## config.mk

```make
export PLATFORM = sky130hd
export DESIGN_NAME = dc_miss_responder
export DESIGN_NICKNAME = d
export VERILOG_FILES = /design/src/rtl/dc_mmu_pkg.sv /design/src/rtl/sat_counter.sv /design/src/rtl/dc_miss_responder.sv
export SDC_FILE = /design/constraint.sdc
export NUM_CORES = 1
export LEC_CHECK = 0
export CAP_MARGIN = 20
export CORE_AREA = 3 3 332 334
export CTS_CLUSTER_DIAMETER = 120
export DETAILED_ROUTE_END_ITERATION = 8
export DIE_AREA = 0 0 335 337
export PLACE_DENSITY = 0.46
export SLEW_MARGIN = 20
export SYNTH_ARGS = -nofsm -noshare
export SYNTH_HDL_FRONTEND = slang
export SYNTH_SLANG_ARGS = --single-unit
```

## constraint.sdc

```tcl
create_clock -name clk -period 17.92 [get_ports clk]
set_input_delay 1.792 -clock clk [delete_from_list [all_inputs] [get_ports clk]]
set_output_delay 1.792 -clock clk [all_outputs]
set_load 0.02 [all_outputs]
```

## src/rtl/dc_mmu_pkg.sv

```systemverilog
// Shared definitions for the data-cache miss responder.
//   LINE_W_DEF : default cache line width in bits
//   CNT_W_DEF  : default performance counter width
//   state_t    : responder FSM state encoding
package dc_mmu_pkg;

    localparam int LINE_W_DEF = 128;
    localparam int CNT_W_DEF  = 16;

    typedef enum logic [2:0] {
        IDLE    = 3'd0,
        EVICT   = 3'd1,
        FILL    = 3'd2,
        MACK    = 3'd3,
        IO      = 3'd4,
        IOACK   = 3'd5,
        RECOVER = 3'd6
    } state_t;

endpackage

```

## src/rtl/sat_counter.sv

```systemverilog
// Saturating up-counter used for performance statistics.
//   clk : clock (rising edge)
//   rst : asynchronous active-high reset, clears the count
//   inc : increment request for this cycle
//   cnt : current count; holds at all-ones instead of wrapping
module sat_counter #(
    parameter int W = 16
) (
    input  logic         clk,
    input  logic         rst,
    input  logic         inc,
    output logic [W-1:0] cnt
);

    always_ff @(posedge clk or posedge rst) begin
        if (rst) begin
            cnt <= '0;
        end else if (inc && (cnt != {W{1'b1}})) begin
            cnt <= cnt + W'(1);
        end
    end

endmodule

```

## src/rtl/dc_miss_responder.sv

```systemverilog
// Services data-cache line fills (with optional dirty-victim writeback)
// against a line-wide memory port, and uncached word accesses against
// an IO bus. One transaction at a time; a one-cycle RECOVER state after
// every ack keeps a still-held request from being serviced twice.
//   clk, rst                      : clock, asynchronous active-high reset
//   dc_miss/_addr, dc_evict/_addr/_data : fill request and victim line
//   dc_data_fill, dc_miss_ack     : fill line and one-cycle fill-complete pulse
//   io_access, io_rw, io_addr, io_wr_data : uncached request (io_rw=1 write)
//   io_rd_data, io_ack            : IO read data and one-cycle complete pulse
//   mem_req/we/addr/wdata, mem_rdata, mem_ack : line memory port
//   iob_req/we/addr/wdata, iob_rdata, iob_ack : IO bus port
//   perf_miss_cnt, perf_evict_cnt : saturating fill / writeback counts
module dc_miss_responder
    import dc_mmu_pkg::*;
#(
    parameter int LINE_W = LINE_W_DEF,
    parameter int CNT_W  = CNT_W_DEF
) (
    input  logic              clk,
    input  logic              rst,
    input  logic              dc_miss,
    input  logic [31:0]       dc_miss_addr,
    input  logic              dc_evict,
    input  logic [31:0]       dc_evict_addr,
    input  logic [LINE_W-1:0] dc_evict_data,
    output logic [LINE_W-1:0] dc_data_fill,
    output logic              dc_miss_ack,
    input  logic              io_access,
    input  logic              io_rw,
    input  logic [31:0]       io_addr,
    input  logic [31:0]       io_wr_data,
    output logic [31:0]       io_rd_data,
    output logic              io_ack,
    output logic              mem_req,
    output logic              mem_we,
    output logic [31:0]       mem_addr,
    output logic [LINE_W-1:0] mem_wdata,
    input  logic [LINE_W-1:0] mem_rdata,
    input  logic              mem_ack,
    output logic              iob_req,
    output logic              iob_we,
    output logic [31:0]       iob_addr,
    output logic [31:0]       iob_wdata,
    input  logic [31:0]       iob_rdata,
    input  logic              iob_ack,
    output logic [CNT_W-1:0]  perf_miss_cnt,
    output logic [CNT_W-1:0]  perf_evict_cnt
);

    state_t state, state_n;

    logic [31:0]       miss_addr;
    logic [31:0]       evict_addr;
    logic [LINE_W-1:0] evict_data;
    logic [LINE_W-1:0] fill_line;
    logic [31:0]       io_addr_q;
    logic              io_rw_q;
    logic [31:0]       io_wdata_q;
    logic [31:0]       io_rdata_q;

    always_ff @(posedge clk or posedge rst) begin
        if (rst) begin
            state <= IDLE;
        end else begin
            state <= state_n;
        end
    end

    // Request fields are captured only when leaving IDLE, so the bus
    // outputs stay stable for the whole transaction even if the
    // requester changes its inputs.
    always_ff @(posedge clk or posedge rst) begin
        if (rst) begin
            miss_addr  <= '0;
            evict_addr <= '0;
            evict_data <= '0;
            fill_line  <= '0;
            io_addr_q  <= '0;
            io_rw_q    <= 1'b0;
            io_wdata_q <= '0;
            io_rdata_q <= '0;
        end else begin
            if (state == IDLE && dc_miss) begin
                miss_addr  <= dc_miss_addr;
                evict_addr <= dc_evict_addr;
                evict_data <= dc_evict_data;
            end else if (state == IDLE && io_access) begin
                io_addr_q  <= io_addr;
                io_rw_q    <= io_rw;
                io_wdata_q <= io_wr_data;
            end
            if (state == FILL && mem_ack) begin
                fill_line <= mem_rdata;
            end
            // Writes return no data; present zero on the ack cycle.
            if (state == IO && iob_ack) begin
                io_rdata_q <= io_rw_q ? 32'd0 : iob_rdata;
            end
        end
    end

    always_comb begin
        state_n      = state;
        mem_req      = 1'b0;
        mem_we       = 1'b0;
        mem_addr     = '0;
        mem_wdata    = '0;
        iob_req      = 1'b0;
        iob_we       = 1'b0;
        iob_addr     = '0;
        iob_wdata    = '0;
        dc_miss_ack  = 1'b0;
        dc_data_fill = '0;
        io_ack       = 1'b0;
        io_rd_data   = '0;
        case (state)
            IDLE: begin
                // A pending fill takes priority over an IO access.
                if (dc_miss) begin
                    state_n = dc_evict ? EVICT : FILL;
                end else if (io_access) begin
                    state_n = IO;
                end
            end
            EVICT: begin
                mem_req   = 1'b1;
                mem_we    = 1'b1;
                mem_addr  = evict_addr;
                mem_wdata = evict_data;
                if (mem_ack) state_n = FILL;
            end
            FILL: begin
                mem_req  = 1'b1;
                mem_addr = miss_addr;
                if (mem_ack) state_n = MACK;
            end
            MACK: begin
                dc_miss_ack  = 1'b1;
                dc_data_fill = fill_line;
                state_n      = RECOVER;
            end
            IO: begin
                iob_req   = 1'b1;
                iob_we    = io_rw_q;
                iob_addr  = io_addr_q;
                iob_wdata = io_wdata_q;
                if (iob_ack) state_n = IOACK;
            end
            IOACK: begin
                io_ack     = 1'b1;
                io_rd_data = io_rdata_q;
                state_n    = RECOVER;
            end
            RECOVER: state_n = IDLE;
            default: state_n = IDLE;
        endcase
    end

    sat_counter #(.W(CNT_W)) u_miss_cnt (
        .clk (clk),
        .rst (rst),
        .inc (state == MACK),
        .cnt (perf_miss_cnt)
    );

    sat_counter #(.W(CNT_W)) u_evict_cnt (
        .clk (clk),
        .rst (rst),
        .inc ((state == EVICT) && mem_ack),
        .cnt (perf_evict_cnt)
    );

endmodule

```

---- Word level (Yosys, flattened, before mapping) ----
Index checks and enable logic that the tools add are counted.
word-level totals
  flip-flop bits (word level) ............. 452
  latch bits .............................. 0
  bits in writable memories ............... 0
  ROM bits ................................ 0
  output and inout bits ................... 422
  memories kept ........................... 0
operators by class
  add/subtract/negate cells ............... 2
  multipliers ............................. 0
  divide/modulo/power cells ............... 0
  magnitude comparators ................... 0
  eq/ne operators ......................... 11
  shift-type cells ........................ 0
  mux-type cells .......................... 20
  bitwise operators ....................... 1
  reduce and logical (&&, ||, !) cells .... 12
operators with widths
  operator                 count
  $mux W128                2
  $mux W32                 4
  $pmux W32 S2             1
  $add A16 B1 Y16 const B  2
  $ne A16 B16 Y1 const B   2
  $mux W3                  5
  $pmux W3 S5              1
  $logic_and A1 B1 Y1      7
  $eq A3 B2 Y1 const B     2
  $eq A3 B3 Y1 const B     2
  $mux W1                  6
  $ne A2 B2 Y1 const B     3
  $reduce_and A4 Y1        1
  $reduce_or A2 Y1         2
  $eq A3 B1 Y1 const B     1
  $logic_not A3 Y1         1
  $ne A3 B3 Y1 const B     1
  $mux W2                  1
  $reduce_and A2 Y1        1
  $not A1 Y1               1

---- Logic depth before layout (Yosys ltp) ----
  depth after elaboration ................. 4
  gate-level depth with buffers ........... 8

---- Modules after synthesis ----
Synthesis repeated with hierarchy kept, for this count alone.
second synthesis, totals
  cells, all modules ...................... 1,557
  area total of the unflattened synthesis .. 20,440.9 µm²
modules (own cells, without submodules)
  module             instances  cells each  area each (µm²)  seq. area each (µm²)
  dc_miss_responder  1          1,415       18,829.3         10,510.1
  sat_counter        2          71          805.8            400.4

---- Worst setup path after synthesis ----
OpenSTA, ideal clock, no wires.
  kind .................................... register -> output
  start point ............................. register state[1]
  end point ............................... output port mem_wdata[118]
  data arrival time ....................... 1.648 ns
  required time ........................... 16.128 ns
  path slack .............................. 14.480 ns
  cell stages (with the launch flop) ...... 6
  cells stage by stage .................... dfrtp_1 -> buf_6 -> or3b_4 -> inv_6 -> clkbuf_1 -> and2_1
between the ends
  longest elaborated chain between the ends .. 2
RTL lines
  what                      line                      source
  start: declaration        dc_miss_responder.sv:50   state_t state, state_n;
  start signal: assignment  dc_miss_responder.sv:65   state <= state_n;
  $eq A3 B1 Y1              dc_miss_responder.sv:116  case (state)
  $mux W128                 dc_miss_responder.sv:116
  end: declaration          dc_miss_responder.sv:37   output logic [LINE_W-1:0] mem_wdata,
Every way passes these cells.

---- Worst setup path after layout ----
  start point ............................. register state[0]
  end point ............................... output port mem_wdata[2]
Same word-level chain as after synthesis.

==> results.ini <==
[status]
status=complete, no violations

[power]
power.leakage_uw=0.01285
power.density_nw_per_um2=147.8
vdd_drop_max_mv=0.07253

[grt]
grt_pass1_vias=16572
grt_antenna_before_repair=10
grt_pass1_wl_mm=107.5
track_usage=0.1240
grt_start_max_net_pins=112
overflow=0

[placement]
io_buffers=845
placed_cells=3724
pre_cts_ws_ns=12.44
place_congestion=0.8046
hpwl_mm=54.05

[worst_hold_path]
min_from=io_rdata_q[2]
hp-class=reg -> reg

[sta]
rsz0062_at_grt=no
slew_headroom=0.3281
tns_ns=0
finalSetupViolCount=0
fin_crit_ns=5.726
max_freq_ghz=0.1746
layout_setup_ws_ns=12.19
period_share=0.3196
hold_viol_final=0
slew_violations=0
worst_pin_slew_ns=1.004
finClkSkew_ns=0.02422

[clock_tree]
cts_tree=yes
htree_levels=2
cts_resized=0
clk_pin_slew_ns=0.06
clockBufferDepth=3
post-cts-setup-buffers=0
holdBufCountCts=0
cts_root_buffer=clkbuf_16
clock-sinks=452
clkLatencyLatePin_ns=0.63
cts-buffers-inserted=55

[setup_path]
critPathBufInv=3
crit_chain=or3b_4, inv_6, buf_4, and2_1, clkdlybuf4s50_1
arrival_ns=3.93
worst-path-max-fanout=109
cp-end-kind=output pin
setup.worst_path.start_class=register
cpMaxStageDelayCell=buf_4
cp_top_family=buffers and inverters
crit_required_ns=16.13
worstSetupPathType=reg -> out
reg2reg_from=state[0]
crit_path_start=state[0]
max_stage_delay_ns=0.79

[die]
ios=846
die_area_um2=112900
rows=120
fp.dieW_um=335
die_h_um=337
start_util=0.1878
coreArea_um2=107200

[synth]
synth_area_leaders=dfrtp_1, mux2_2, and2_1
yosys-top-cells-count=dfrtp_1, mux2_2, and2_1, clkbuf_1, nand2_1
synth.distinct_cells=44
avgSynthCellArea_um2=12.87
synth_top_area_frac=0.5617
syn-instance-count=1565
yosysSeqAreaShare=0.5617
synth_area_um2=20140
ys_warn_count=0
ys_ff_latch=452
synth_top_cell_by_area=dfrtp_1
yosys.cell_count.top_type=dfrtp_1
synth_flop_cell=dfrtp_1
async_flop_share=1.000
synth_fp_nets=1991
synth_edf_count=0

[flow_run]
cap_violations=0

[detailed_routing]
totalWireLength_mm=72.43
drt_iter0_markers=441
vias=15075
wl_per_cell_um=18.89
drcViolationCount=0
dr.pass1.iters=6
postRouteAntennaNets=0
via_per_inst=3.932

[final_layout]
nNetsFinal=2806
fin_cells=3834
syn2layout_area_growth_pct=58.15
post_route_cells_drive_above_1_share=0.1994
nFillCells=10992

==> state kept, by name, summed over array words and instances, names as in the netlist, 16 cells and up <==
signal           count
io_addr_q           32
evict_addr          32
miss_addr           32
evict_data         128
u_miss_cnt.cnt      16
u_evict_cnt.cnt     16
io_rdata_q          32
io_wdata_q          32
fill_line          128
==> cell type report <==
cell class,instances,area [um^2],share of cell area
Clock buffer,85,1619,0.05084
Inverter,4,27.53,0.0008643
Clock inverter,14,214.0,0.006718
Tap cell,1403,1755,0.05512
Antenna cell,9,22.52,0.0007072
Multi-Input combinational cell,1005,8284,0.2601
Timing Repair Buffer,862,8613,0.2705
Sequential cell,452,11310,0.3552
==> per-stage QoR <==
stage | instance area, um^2 | utilization | hold WS (ns) | total power (uW)
floorplan | 20140 | - | 0.4423 | 2855
global placement | 29940 | 0.2793 | 0.4550 | 3572
finish | 31850 | 0.2971 | 0.4731 | 4707
global route | 31840 | 0.2970 | 0.4884 | 5014
CTS | 31780 | 0.2965 | 0.4771 | 4805
detailed placement | 29950 | 0.2794 | 0.4639 | 3622
==> worst paths after layout <==
kind	depth (start not counted)	endpoint	slack, ns
max	5	mem_wdata[2]	12.19
min	2	io_rdata_q[2]	0.47
max reg2reg	5	evict_data[15]	13.96
min reg2reg	2	io_rdata_q[2]	0.47
max in group asynchronous	5	fill_line[64]	13.49
min in group asynchronous	2	evict_data[105]	1.72
==> cells in the final DEF, fill, tap and decap left out, types with 14 or more instances in the layout <==
master / Yosys / layout
clkbuf_1: 54 / 17
nand2b_1: 32 / 32
o21ai_0: 33 / 33
buf_4: 1 / 14
and3_1: 36 / 36
xor2_1: 15 / 15
and2_1: 322 / 322
clkbuf_16: 0 / 55
a22o_1: 32 / 32
mux2_2: 367 / 367
clkdlybuf4s50_1: 0 / 845
nand2_1: 45 / 44
mux2_1: 21 / 21
dfrtp_1: 452 / 452
==> report_power, final <==
group | switching (uW) | internal, uW
sequential | 260 | 1520
combinational | 812 | 980
clock | 459 | 678
total | 1530 | 3180
==> cells by family after synthesis <==
group                    Yosys count  synth area share
flip-flops                       452            0.5617
AND/OR/NAND/NOR                  513            0.1545
adder cells (fa/ha/maj)            2          0.001243
multiplexers                     388            0.2170
buffers and inverters            108           0.02815
XOR/XNOR                          28           0.01255
AO/OA/AOI/OAI                     74           0.02485
==> routing by layer <==
metal  GRT usage  wire length (um)  vias up
li1            -                 -     7000
met1      0.1359             27070     7434
met2      0.2180             36760      547
met3     0.05219              6904       88
met4     0.03724              1653        6
met5           0                38        -
==> tightest hold or removal path, delay by kind of cell (launching register included) <==
family | cells | cell delay [ns]
flip-flops | 1 | 0.33
AO/OA/AOI/OAI | 1 | 0.06
AND/OR/NAND/NOR | 1 | 0.04
(Power assumes the default switching activity.)
